**src/rtl/led_frame_sequencer.sv**
```systemverilog
`default_nettype none
// ============================================================================
// Module   : led_frame_sequencer
// Purpose  : Streams an 11-byte LED frame (commands, 8 columns, display
//            control) to a byte serializer using a valid/busy handshake.
// Revision : 1.0 - initial release
// ============================================================================
module led_frame_sequencer #(
    parameter int          ACK_TIMEOUT    = 64,
    parameter int          REFRESH_PERIOD = 0,
    parameter logic [7:0]  CMD_DATA       = 8'h40,
    parameter logic [7:0]  CMD_ADDR       = 8'hC0
) (
    input  logic       clk,
    input  logic       resetn,
    input  logic       fb_we,
    input  logic [2:0] fb_addr,
    input  logic [7:0] fb_wdata,
    input  logic [2:0] brightness,
    input  logic       display_on,
    input  logic       refresh,
    output logic       tx_valid,
    output logic [7:0] tx_value,
    input  logic       tx_busy,
    output logic       frame_busy,
    output logic       frame_done,
    output logic       error
);

    localparam int         c_ACK_W    = (ACK_TIMEOUT > 1) ? $clog2(ACK_TIMEOUT) : 1;
    localparam logic [3:0] c_LAST_IDX = 4'd10;

    typedef enum logic [2:0] {
        S_IDLE      = 3'd0,
        S_LOAD      = 3'd1,
        S_WAIT_ACK  = 3'd2,
        S_WAIT_DONE = 3'd3,
        S_NEXT      = 3'd4,
        S_DONE      = 3'd5
    } state_t;

    state_t             r_state;
    logic [7:0]         r_fb [8];
    logic [3:0]         r_index;
    logic [c_ACK_W-1:0] r_ack_cnt;
    logic               r_pending;
    logic [2:0]         r_bright_s;
    logic               r_disp_s;
    logic               w_tick;
    logic               w_start;
    logic [7:0]         w_byte;

    generate
        if (REFRESH_PERIOD > 0) begin : g_auto
            localparam int c_RW = (REFRESH_PERIOD > 1) ? $clog2(REFRESH_PERIOD) : 1;
            logic [c_RW-1:0] r_auto_cnt;

            always_ff @(posedge clk) begin
                if (!resetn) begin
                    r_auto_cnt <= '0;
                end else if (r_auto_cnt == c_RW'(REFRESH_PERIOD - 1)) begin
                    r_auto_cnt <= '0;
                end else begin
                    r_auto_cnt <= r_auto_cnt + 1'b1;
                end
            end

            assign w_tick = (r_auto_cnt == c_RW'(REFRESH_PERIOD - 1));
        end else begin : g_no_auto
            assign w_tick = 1'b0;
        end
    endgenerate

    always_ff @(posedge clk) begin
        if (!resetn) begin
            for (int i = 0; i < 8; i++) begin
                r_fb[i] <= 8'h00;
            end
        end else if (fb_we) begin
            r_fb[fb_addr] <= fb_wdata;
        end
    end

    assign w_start = (r_state == S_IDLE) && r_pending;

    // A new request during the consuming cycle stays queued for the next frame.
    always_ff @(posedge clk) begin
        if (!resetn) begin
            r_pending <= 1'b0;
        end else begin
            r_pending <= (r_pending && !w_start) || refresh || w_tick;
        end
    end

    always_comb begin
        w_byte = CMD_DATA;
        case (r_index)
            4'd0:       w_byte = CMD_DATA;
            4'd1:       w_byte = CMD_ADDR;
            c_LAST_IDX: w_byte = {4'b1000, r_disp_s, r_bright_s};
            default:    w_byte = r_fb[3'(r_index - 4'd2)];
        endcase
    end

    always_ff @(posedge clk) begin
        if (!resetn) begin
            r_state    <= S_IDLE;
            r_index    <= 4'd0;
            r_ack_cnt  <= '0;
            r_bright_s <= 3'd0;
            r_disp_s   <= 1'b0;
            tx_valid   <= 1'b0;
            tx_value   <= 8'h00;
            frame_busy <= 1'b0;
            frame_done <= 1'b0;
            error      <= 1'b0;
        end else begin
            tx_valid   <= 1'b0;
            frame_done <= 1'b0;
            case (r_state)
                S_IDLE: begin
                    if (r_pending) begin
                        r_index    <= 4'd0;
                        r_bright_s <= brightness;
                        r_disp_s   <= display_on;
                        frame_busy <= 1'b1;
                        error      <= 1'b0;
                        r_state    <= S_LOAD;
                    end
                end
                S_LOAD: begin
                    tx_valid  <= 1'b1;
                    tx_value  <= w_byte;
                    r_ack_cnt <= '0;
                    r_state   <= S_WAIT_ACK;
                end
                S_WAIT_ACK: begin
                    if (tx_busy) begin
                        r_state <= S_WAIT_DONE;
                    end else if (r_ack_cnt == c_ACK_W'(ACK_TIMEOUT - 1)) begin
                        error      <= 1'b1;
                        frame_busy <= 1'b0;
                        r_state    <= S_IDLE;
                    end else begin
                        r_ack_cnt <= r_ack_cnt + 1'b1;
                    end
                end
                S_WAIT_DONE: begin
                    if (!tx_busy) begin
                        r_state <= S_NEXT;
                    end
                end
                S_NEXT: begin
                    if (r_index == c_LAST_IDX) begin
                        r_state <= S_DONE;
                    end else begin
                        r_index <= r_index + 4'd1;
                        r_state <= S_LOAD;
                    end
                end
                S_DONE: begin
                    frame_done <= 1'b1;
                    frame_busy <= 1'b0;
                    r_state    <= S_IDLE;
                end
                default: begin
                    r_state <= S_IDLE;
                end
            endcase
        end
    end

endmodule
`default_nettype wire

```
**config.mk**
```make
export PLATFORM = sky130hd
export DESIGN_NAME = led_frame_sequencer
export DESIGN_NICKNAME = d
export VERILOG_FILES = /design/src/rtl/led_frame_sequencer.sv
export SDC_FILE = /design/constraint.sdc
export NUM_CORES = 1
export LEC_CHECK = 0
export CAP_MARGIN = 30
export CORE_ASPECT_RATIO = 2
export CORE_MARGIN = 5
export CORE_UTILIZATION = 28
export DETAILED_ROUTE_END_ITERATION = 12
export PLACE_DENSITY = 0.56
export RECOVER_POWER = 25
export SLEW_MARGIN = 10
export SYNTH_ARGS = -nofsm -noshare
export SYNTH_HDL_FRONTEND = slang
export SYNTH_SLANG_ARGS = --single-unit
```
**constraint.sdc**
```tcl
create_clock -name clk -period 2.7 [get_ports clk]
set_input_delay 0.81 -clock clk [delete_from_list [all_inputs] [get_ports clk]]
set_output_delay 0.81 -clock clk [all_outputs]
set_load 0.05 [all_outputs]
```
# Word level (Yosys, flattened, before mapping)
# Memories as Yosys holds them, arrays and structs flattened.
# Index checks and enable logic that the tools add are counted.
# totals
regBits	30
latchBits	0
ramBits	64
romBits	0
in_bits	20
out_inout_bits	12
mem_count	1
# classes
addsub	3
mul	0
n_div	0
n_lt_le_gt_ge	0
n_eq_ne	15
shift	0
n_mux	30
bitwise_logic	0
reduce_logical	17
# memory_table
memory	depth	width	rd	rd_ports_with_merged_regs	write_ports	line_no	rtl
r_fb	8	8	1	0	8	43	logic [7:0] r_fb [8];
# op_table
cell	n
$pmux W8 S3	1
$mux W3	6
$pmux W3 S5	1
$mux W1	13
$mux W6	2
$ne A2 B2 Y1 const B	6
$pmux W6 S2	1
$reduce_and A3 Y1	3
$mux W4	2
$mux W8	1
$pmux W4 S2	1
$reduce_and A4 Y1	2
$reduce_or A8 Y1	1
$add A6 B1 Y6 const B	1
$eq A3 B2 Y1 const B	2
$eq A3 B3 Y1 const B	2
$eq A6 B6 Y1 const B	1
$reduce_bool A2 Y1	3
$add A4 B1 Y4 const B	1
$eq A4 B1 Y1 const B	1
$eq A4 B4 Y1 const B	1
$logic_not A4 Y1	1
$eq A3 B1 Y1 const B	1
$logic_not A3 Y1	1
other kinds (9)	10

# Logic depth before layout (Yosys ltp)
# Gate-level depths: netlist of run 1.
# depth
ltp_word	5
ltp_mapped	8
mapped_depth_nobuf	6

# Least setup slack after synthesis of run 1
# No wires, ideal clock.
# synth_path
path_kind	input port to flip-flop
startpoint	input port resetn
endpoint	memory r_fb[3][0], enable pin
setup_ps	384
t_arrival_ps	1912
path_slack_ps	404
cell_stages	3
n_path_buf	1
path_cell_list	clkbuf_1 -> nand3_1 -> o21ai_0
# synth_lines
item	line_no	rtl
from (decl)	15	input logic resetn,
to (decl)	43	

# Worst setup path in the final report of run 1
# layout_path
startpoint	register tx_value[5]
endpoint	output port tx_value[5]
# layout_lines
item	line_no	rtl
from (decl)	23	output logic [7:0] tx_value,
from (signal assigned)	133	tx_value <= w_byte;
# No word-level cell between the ends.

==> results of run 1 <==
cells in the mapped netlist (2+ instances only):
| master | n | area (um^2) |
|---|---|---|
| and2_1 | 66 | 413 |
| edfxtp_1 | 64 | 1920 |
| dfxtp_1 | 30 | 601 |
| nor2_1 | 19 | 71.3 |
| o21ai_0 | 19 | 95.1 |
| nand2_1 | 16 | 60.1 |
| mux2i_1 | 14 | 140 |
| mux4_2 | 12 | 270 |
| nand2b_1 | 10 | 62.6 |
| a21oi_1 | 9 | 45.0 |
| buf_2 | 6 | 30.0 |
| ha_1 | 6 | 75.1 |
| inv_1 | 6 | 22.5 |
| nor3_1 | 6 | 30.0 |
| a31oi_1 | 5 | 31.3 |
| clkbuf_1 | 5 | 18.8 |
| a22oi_1 | 4 | 30.0 |
| mux2_2 | 4 | 45.0 |
| nand3_1 | 4 | 20.0 |
| nand3b_1 | 4 | 30.0 |
| or3_1 | 4 | 25.0 |
| a211oi_1 | 2 | 15.0 |
| a41oi_1 | 2 | 17.5 |
| o22ai_1 | 2 | 12.5 |
sequential cells by signal, summed over array words and instances, names as in the netlist:
| register | count |
|---|---|
| r_pending | 1 |
| r_state | 3 |
| frame_busy | 1 |
| tx_value | 8 |
| r_ack_cnt | 6 |
| r_index | 4 |
| r_disp_s | 1 |
| frame_done | 1 |
| tx_valid | 1 |
| r_fb | 64 |
| r_bright_s | 3 |
| error | 1 |
where the power goes:
group	switching [mW]	internal, mW	total (mW)
registers	0.0371	1.61	1.65
clock network	0.591	0.658	1.25
logic	0.145	0.113	0.258
total	0.773	2.38	3.16
worst min-delay path: cells and delay by family, from the launching register on:
family	cells	cell delay, ns
DFF	1	0.33
and+or+nand+nor	1	0.07
AOI/OAI and AO/OA	1	0.04
path summary, 6_finish.rpt:
check | startpoint | to | slack, ns | cells after the start
worst max-delay path | tx_value[5] | tx_value[5] | 0.36 | 1
worst min-delay path | error | error | 0.48 | 2
worst max register to register | r_index[1] | r_index[2] | 0.49 | 6
worst min register to register | error | error | 0.48 | 2
layer usage:
layer	share of wire, %	up-vias	global-route usage (%)
met5	0	-	0
met4	2.3	0	4.99
met3	3.1	16	2.49
met2	62	58	24.7
met1	33	1391	9.47
li1	-	1369	-
placed cells by master (no fill, tap or decap), types with 2 or more instances in the layout:
master / synthesis / layout
edfxtp_1: 64 / 64
inv_1: 6 / 6
buf_4: 0 / 13
mux2i_1: 14 / 14
nand2_1: 16 / 16
clkbuf_16: 0 / 9
a22oi_1: 4 / 4
or3_1: 4 / 4
and2_0: 0 / 6
nand3b_1: 4 / 4
nand3_1: 4 / 4
dfxtp_1: 30 / 30
a211oi_1: 2 / 2
o21ai_0: 19 / 19
nor2_1: 19 / 19
mux2_2: 4 / 4
inv_8: 0 / 3
mux4_2: 12 / 12
a41oi_1: 2 / 2
o22ai_1: 2 / 2
a21oi_1: 9 / 9
clkinv_4: 0 / 2
a31oi_1: 5 / 5
nor3_1: 6 / 6
nand2b_1: 10 / 10
ha_1: 6 / 6
clkdlybuf4s50_1: 0 / 30
clkbuf_1: 5 / 7
and2_1: 66 / 60
stage by stage:
stage | cells | instance area, um^2
after global placement | 580 | 4960
after detailed placement | 580 | 4960
after global routing | 596 | 5230
final | 596 | 5230
after CTS | 596 | 5260
after floorplan | 342 | 4300
layout make-up:
cell class	instances	area share [%]
inverters	7	0.502
clock inverters	7	1.46
repair buffers	52	8.40
clock buffers	9	4.31
multi-input cells	229	32.4
well taps	198	4.74
flip-flops and latches	94	48.2
kinds of logic (layout without fill, tap and decap cells):
| kind of cell | after synthesis | in the layout | share of synthesized area, % |
|---|---|---|---|
| and+or+nand+nor | 135 | 135 | 18.1 |
| DFF | 94 | 94 | 58.6 |
| AOI/OAI and AO/OA | 57 | 57 | 8.78 |
| muxes | 30 | 30 | 10.6 |
| buffers and inverters | 19 | 75 | 2.01 |
| adders and majority gates | 6 | 6 | 1.74 |
| xor gates and xnor gates | 1 | 1 | 0.204 |
==> flow_summary.json, run 1 <==
{
  "rows": 64,
  "avgSynthCellArea_um2": 12.6,
  "first_global_vias": 3007,
  "synth_edf_count": 64,
  "core_area_um2": 15200,
  "regArea_um2": 2520,
  "ys.warnings.count": 0,
  "fin_nets": 419,
  "multi_input_area_um2": 1690,
  "critical_path.top_delay_family": "buffers and inverters",
  "num_vias": 2834,
  "drive_above_1_share_pct": 12.6,
  "max-vdd-ir-drop_uv": 275,
  "cts_root_buf": "clkbuf_16",
  "h-tree-depth": 3,
  "min_period_over_period_pct": 86.6,
  "grt_remaining_overflow": 0,
  "die_x_um": 97.7,
  "fill_cells": 1498,
  "cts_setup_buffers": 0,
  "cts_buffers": 9,
  "leakagePower_nw": 1.79,
  "dp_hpwl_um": 7850,
  "maxSlewViolCount": 0,
  "tns_ns": 0,
  "die_h_um": 185,
  "finalPower_mw": 3.16,
  "crit_type": "flop to output port",
  "n_antenna_cell": 0,
  "post_drt_wl_per_cell_um": 16.7,
  "postCtsHoldBufs": 0,
  "cp-start-kind": "flop",
  "syn_inst": 342,
  "setup_viol": 0,
  "synth_flop_cell": "edfxtp_1",
  "required_ns": 1.89,
  "rsz0062_at_grt": "false",
  "cts_buffer_depth": 2,
  "power_density_nw_per_um2": 603,
  "cap_viol_max_count": 0,
  "synth_cell_types": 47,
  "place_congestion": 0.766,
  "drc": 0,
  "grt_pass1_wl_um": 15700,
  "first_pass_iters": 5,
  "vias_per_cell": 4.76,
  "crit_chain": "clkdlybuf4s50_1",
  "clkTransAtPathRegs_ns": 0.07,
  "syn2layout_area_growth_pct": 21.6,
  "numPortBuffers": 31,
  "status": "finished clean",
  "fin_crit_ns": 2.34,
  "initial_core_util_pct": 28.3,
  "ctsResizeCount": 0,
  "hp-class": "flop to flop",
  "setup_slack_ns": 0.361,
  "netlist_area_um2": 4300,
  "critPathSlowestCell": "clkdlybuf4s50_1",
  "ant_nets": 0,
  "timing.critical_path.buf_inv": 1,
  "cts.sinks": 94,
  "grt_max_degree": 21,
  "fin_skew_ns": 0.00701,
  "ys_seq_elements": 94,
  "max_stage_delay_ns": 0.82,
  "ios": 32,
  "track_usage_pct": 11.5,
  "initialDrtViolationCount": 117,
  "timing.slew.headroom_pct": 56.5,
  "worst_slew_pin_slew_ns": 0.652,
  "async_flop_share_pct": 0,
  "antenna_found_initial": 0,
  "cp.arrival_ns": 1.53,
  "synth-seq-area-share_pct": 58.6,
  "synth_nets": 368,
  "hold_ws_ns": 0.480,
  "die_area_um2": 18100,
  "drt_wl_total_um": 9980,
  "cts_tree": "yes",
  "place_ws_ns": 0.142,
  "insertion_delay_ns": 0.34,
  "cp-end-kind": "output port",
  "final_core_util_pct": 34.4,
  "hold_viol": 0,
  "fmax_mhz": 427,
  "crit_fanout": 2
}
Power figures use the tool's default switching activity.
==> run 2, diff against run 1 <==
--- a/config.mk
+++ b/config.mk
@@ -6,11 +6,13 @@
 export NUM_CORES = 1
 export LEC_CHECK = 0
 export CAP_MARGIN = 30
+export CELL_PAD_IN_SITES_DETAIL_PLACEMENT = 1
+export CELL_PAD_IN_SITES_GLOBAL_PLACEMENT = 1
 export CORE_ASPECT_RATIO = 2
 export CORE_MARGIN = 5
 export CORE_UTILIZATION = 28
 export DETAILED_ROUTE_END_ITERATION = 12
-export PLACE_DENSITY = 0.56
+export PLACE_DENSITY = 0.63
 export RECOVER_POWER = 25
 export SLEW_MARGIN = 10
 export SYNTH_ARGS = -nofsm -noshare
==> flow_summary.json, run 2 (same netlist as run 1, synthesis figures left out) <==
{
  "status": "finished clean",
  "largest_reg_flops": 64,
  "numPortBuffers": 31,
  "critPathSlowestCell": "clkdlybuf4s50_1",
  "hold_viol": 0,
  "initialDrtViolationCount": 186,
  "finalNonFillerCells": 600,
  "mostFrequentLayoutCells": "edfxtp_1, and2_1, dfxtp_1, clkdlybuf4s50_1, buf_4",
  "ff2ff_setup_slack_ns": 0.40,
  "drive_above_1_share_pct": 13.7,
  "drt_wl_total_um": 11100,
  "h-tree-depth": 3,
  "final_common_cell": "edfxtp_1",
  "critical_path.top_delay_family": "buffers and inverters",
  "cp-end-kind": "output port",
  "cts_setup_buffers": 0,
  "cp.arrival_ns": 1.56,
  "r2r_cells": 6,
  "num_vias": 2861,
  "cp-start-kind": "flop",
  "max-vdd-ir-drop_uv": 250,
  "cap_viol_max_count": 0,
  "drc": 0,
  "min_period_over_period_pct": 87.6,
  "insertion_delay_ns": 0.35,
  "ant_nets": 0,
  "crit_chain": "clkdlybuf4s50_1",
  "grt_pass1_wl_um": 17600,
  "fin_skew_ns": 0.00830,
  "met1_usage_pct": 10.9,
  "largest_registers": "r_fb x64, tx_value x8, r_ack_cnt x6",
  "fin_nets": 423,
  "ctsResizeCount": 0,
  "dp_hpwl_um": 8620,
  "whs_path_depth": 2,
  "cts_buffer_depth": 2,
  "crit_type": "flop to output port",
  "vias_per_cell": 4.77,
  "initial_core_util_pct": 28.3,
  "hp-class": "flop to flop",
  "post_drt_wl_per_cell_um": 18.5,
  "place_ws_ns": 0.204,
  "crit_fanout": 2,
  "leakagePower_nw": 1.81,
  "ios": 32,
  "setup_viol": 0,
  "cp.depth": 1,
  "fin_crit_ns": 2.37,
  "cts.sinks": 94,
  "setup_slack_ns": 0.334,
  "rows": 64,
  "worst_slew_pin_slew_ns": 0.680,
  "clkTransAtPathRegs_ns": 0.07,
  "n_antenna_cell": 0,
  "antenna_found_initial": 0,
  "core_area_um2": 15200,
  "top_register": "r_fb",
  "rsz0062_at_grt": "false",
  "tns_ns": 0,
  "grt_remaining_overflow": 0,
  "timing.critical_path.buf_inv": 1,
  "maxSlewViolCount": 0,
  "cts_root_buf": "clkbuf_16",
  "die_x_um": 97.7,
  "hold_ws_ns": 0.477,
  "grt_max_degree": 21,
  "required_ns": 1.89,
  "fmax_mhz": 423,
  "finalPower_mw": 3.19,
  "power_density_nw_per_um2": 607,
  "die_h_um": 185,
  "place_congestion": 0.821,
  "cts_buffers": 9,
  "place_inst": 584,
  "met2_usage_pct": 27.7,
  "die_area_um2": 18100,
  "syn2layout_area_growth_pct": 22.2,
  "first_global_vias": 3232,
  "timing.slew.headroom_pct": 54.4,
  "cts_tree": "yes",
  "met3_usage_pct": 2.19,
  "first_pass_iters": 4,
  "max_stage_delay_ns": 0.83,
  "postCtsHoldBufs": 0,
  "track_usage_pct": 12.9,
  "grt.busiest_layer": "met2"
}
-- run 2: cell types whose count changed in the layout (fill, tap and decap cells not counted) --
cell / previous run / this run
inv_2: 1 / 0
inv_6: 1 / 0
and2_1: 60 / 54
a31oi_1: 5 / 6
and2_0: 6 / 12
inv_1: 6 / 7
a31oi_4: 1 / 0
clkbuf_1: 7 / 4
buf_4: 13 / 21
clkinvlp_4: 0 / 1
clkbuf_2: 1 / 0
-- run 2: through the flow --
stage / area (um^2) / utilization (%)
3_5_place_dp: 4990 / 32.8
2_1_floorplan: 4300 / -
3_3_place_gp: 4990 / 32.8
4_1_cts: 5290 / 34.8
6_report: 5260 / 34.6
5_1_grt: 5260 / 34.6
-- run 2: worst paths after layout --
| check | to | start |
|---|---|---|
| worst max register to register | r_index[3] | r_index[0] |
| worst min-delay path | error | error |
| worst min register to register | error | error |
| worst max-delay path | tx_value[5] | tx_value[5] |
-- run 2: layer usage --
metal  up-vias  part of all wire [%]
met5         -                     0
met4         0                   2.3
met3        14                   2.7
met2        44                    64
met1      1433                    31
li1       1370                     -
-- run 2: area by class of cell --
type                            count  area (um^2)
Sequential cell                    94         2520
Inverter                            7         26.3
Fill cell                        1685         9960
Tap cell                          198          248
Multi-Input combinational cell    229         1680
Clock inverter                      7         75.1
Timing Repair Buffer               56          483
Clock buffer                        9          225
-- run 2: where the power goes --
part / total [mW] / switching (mW) / internal [mW] / leakage, nW
logic: 0.265 / 0.148 / 0.117 / 0.812
registers: 1.65 / 0.0399 / 1.61 / 0.857
clock network: 1.28 / 0.621 / 0.656 / 0.144
total: 3.19 / 0.809 / 2.38 / 1.81
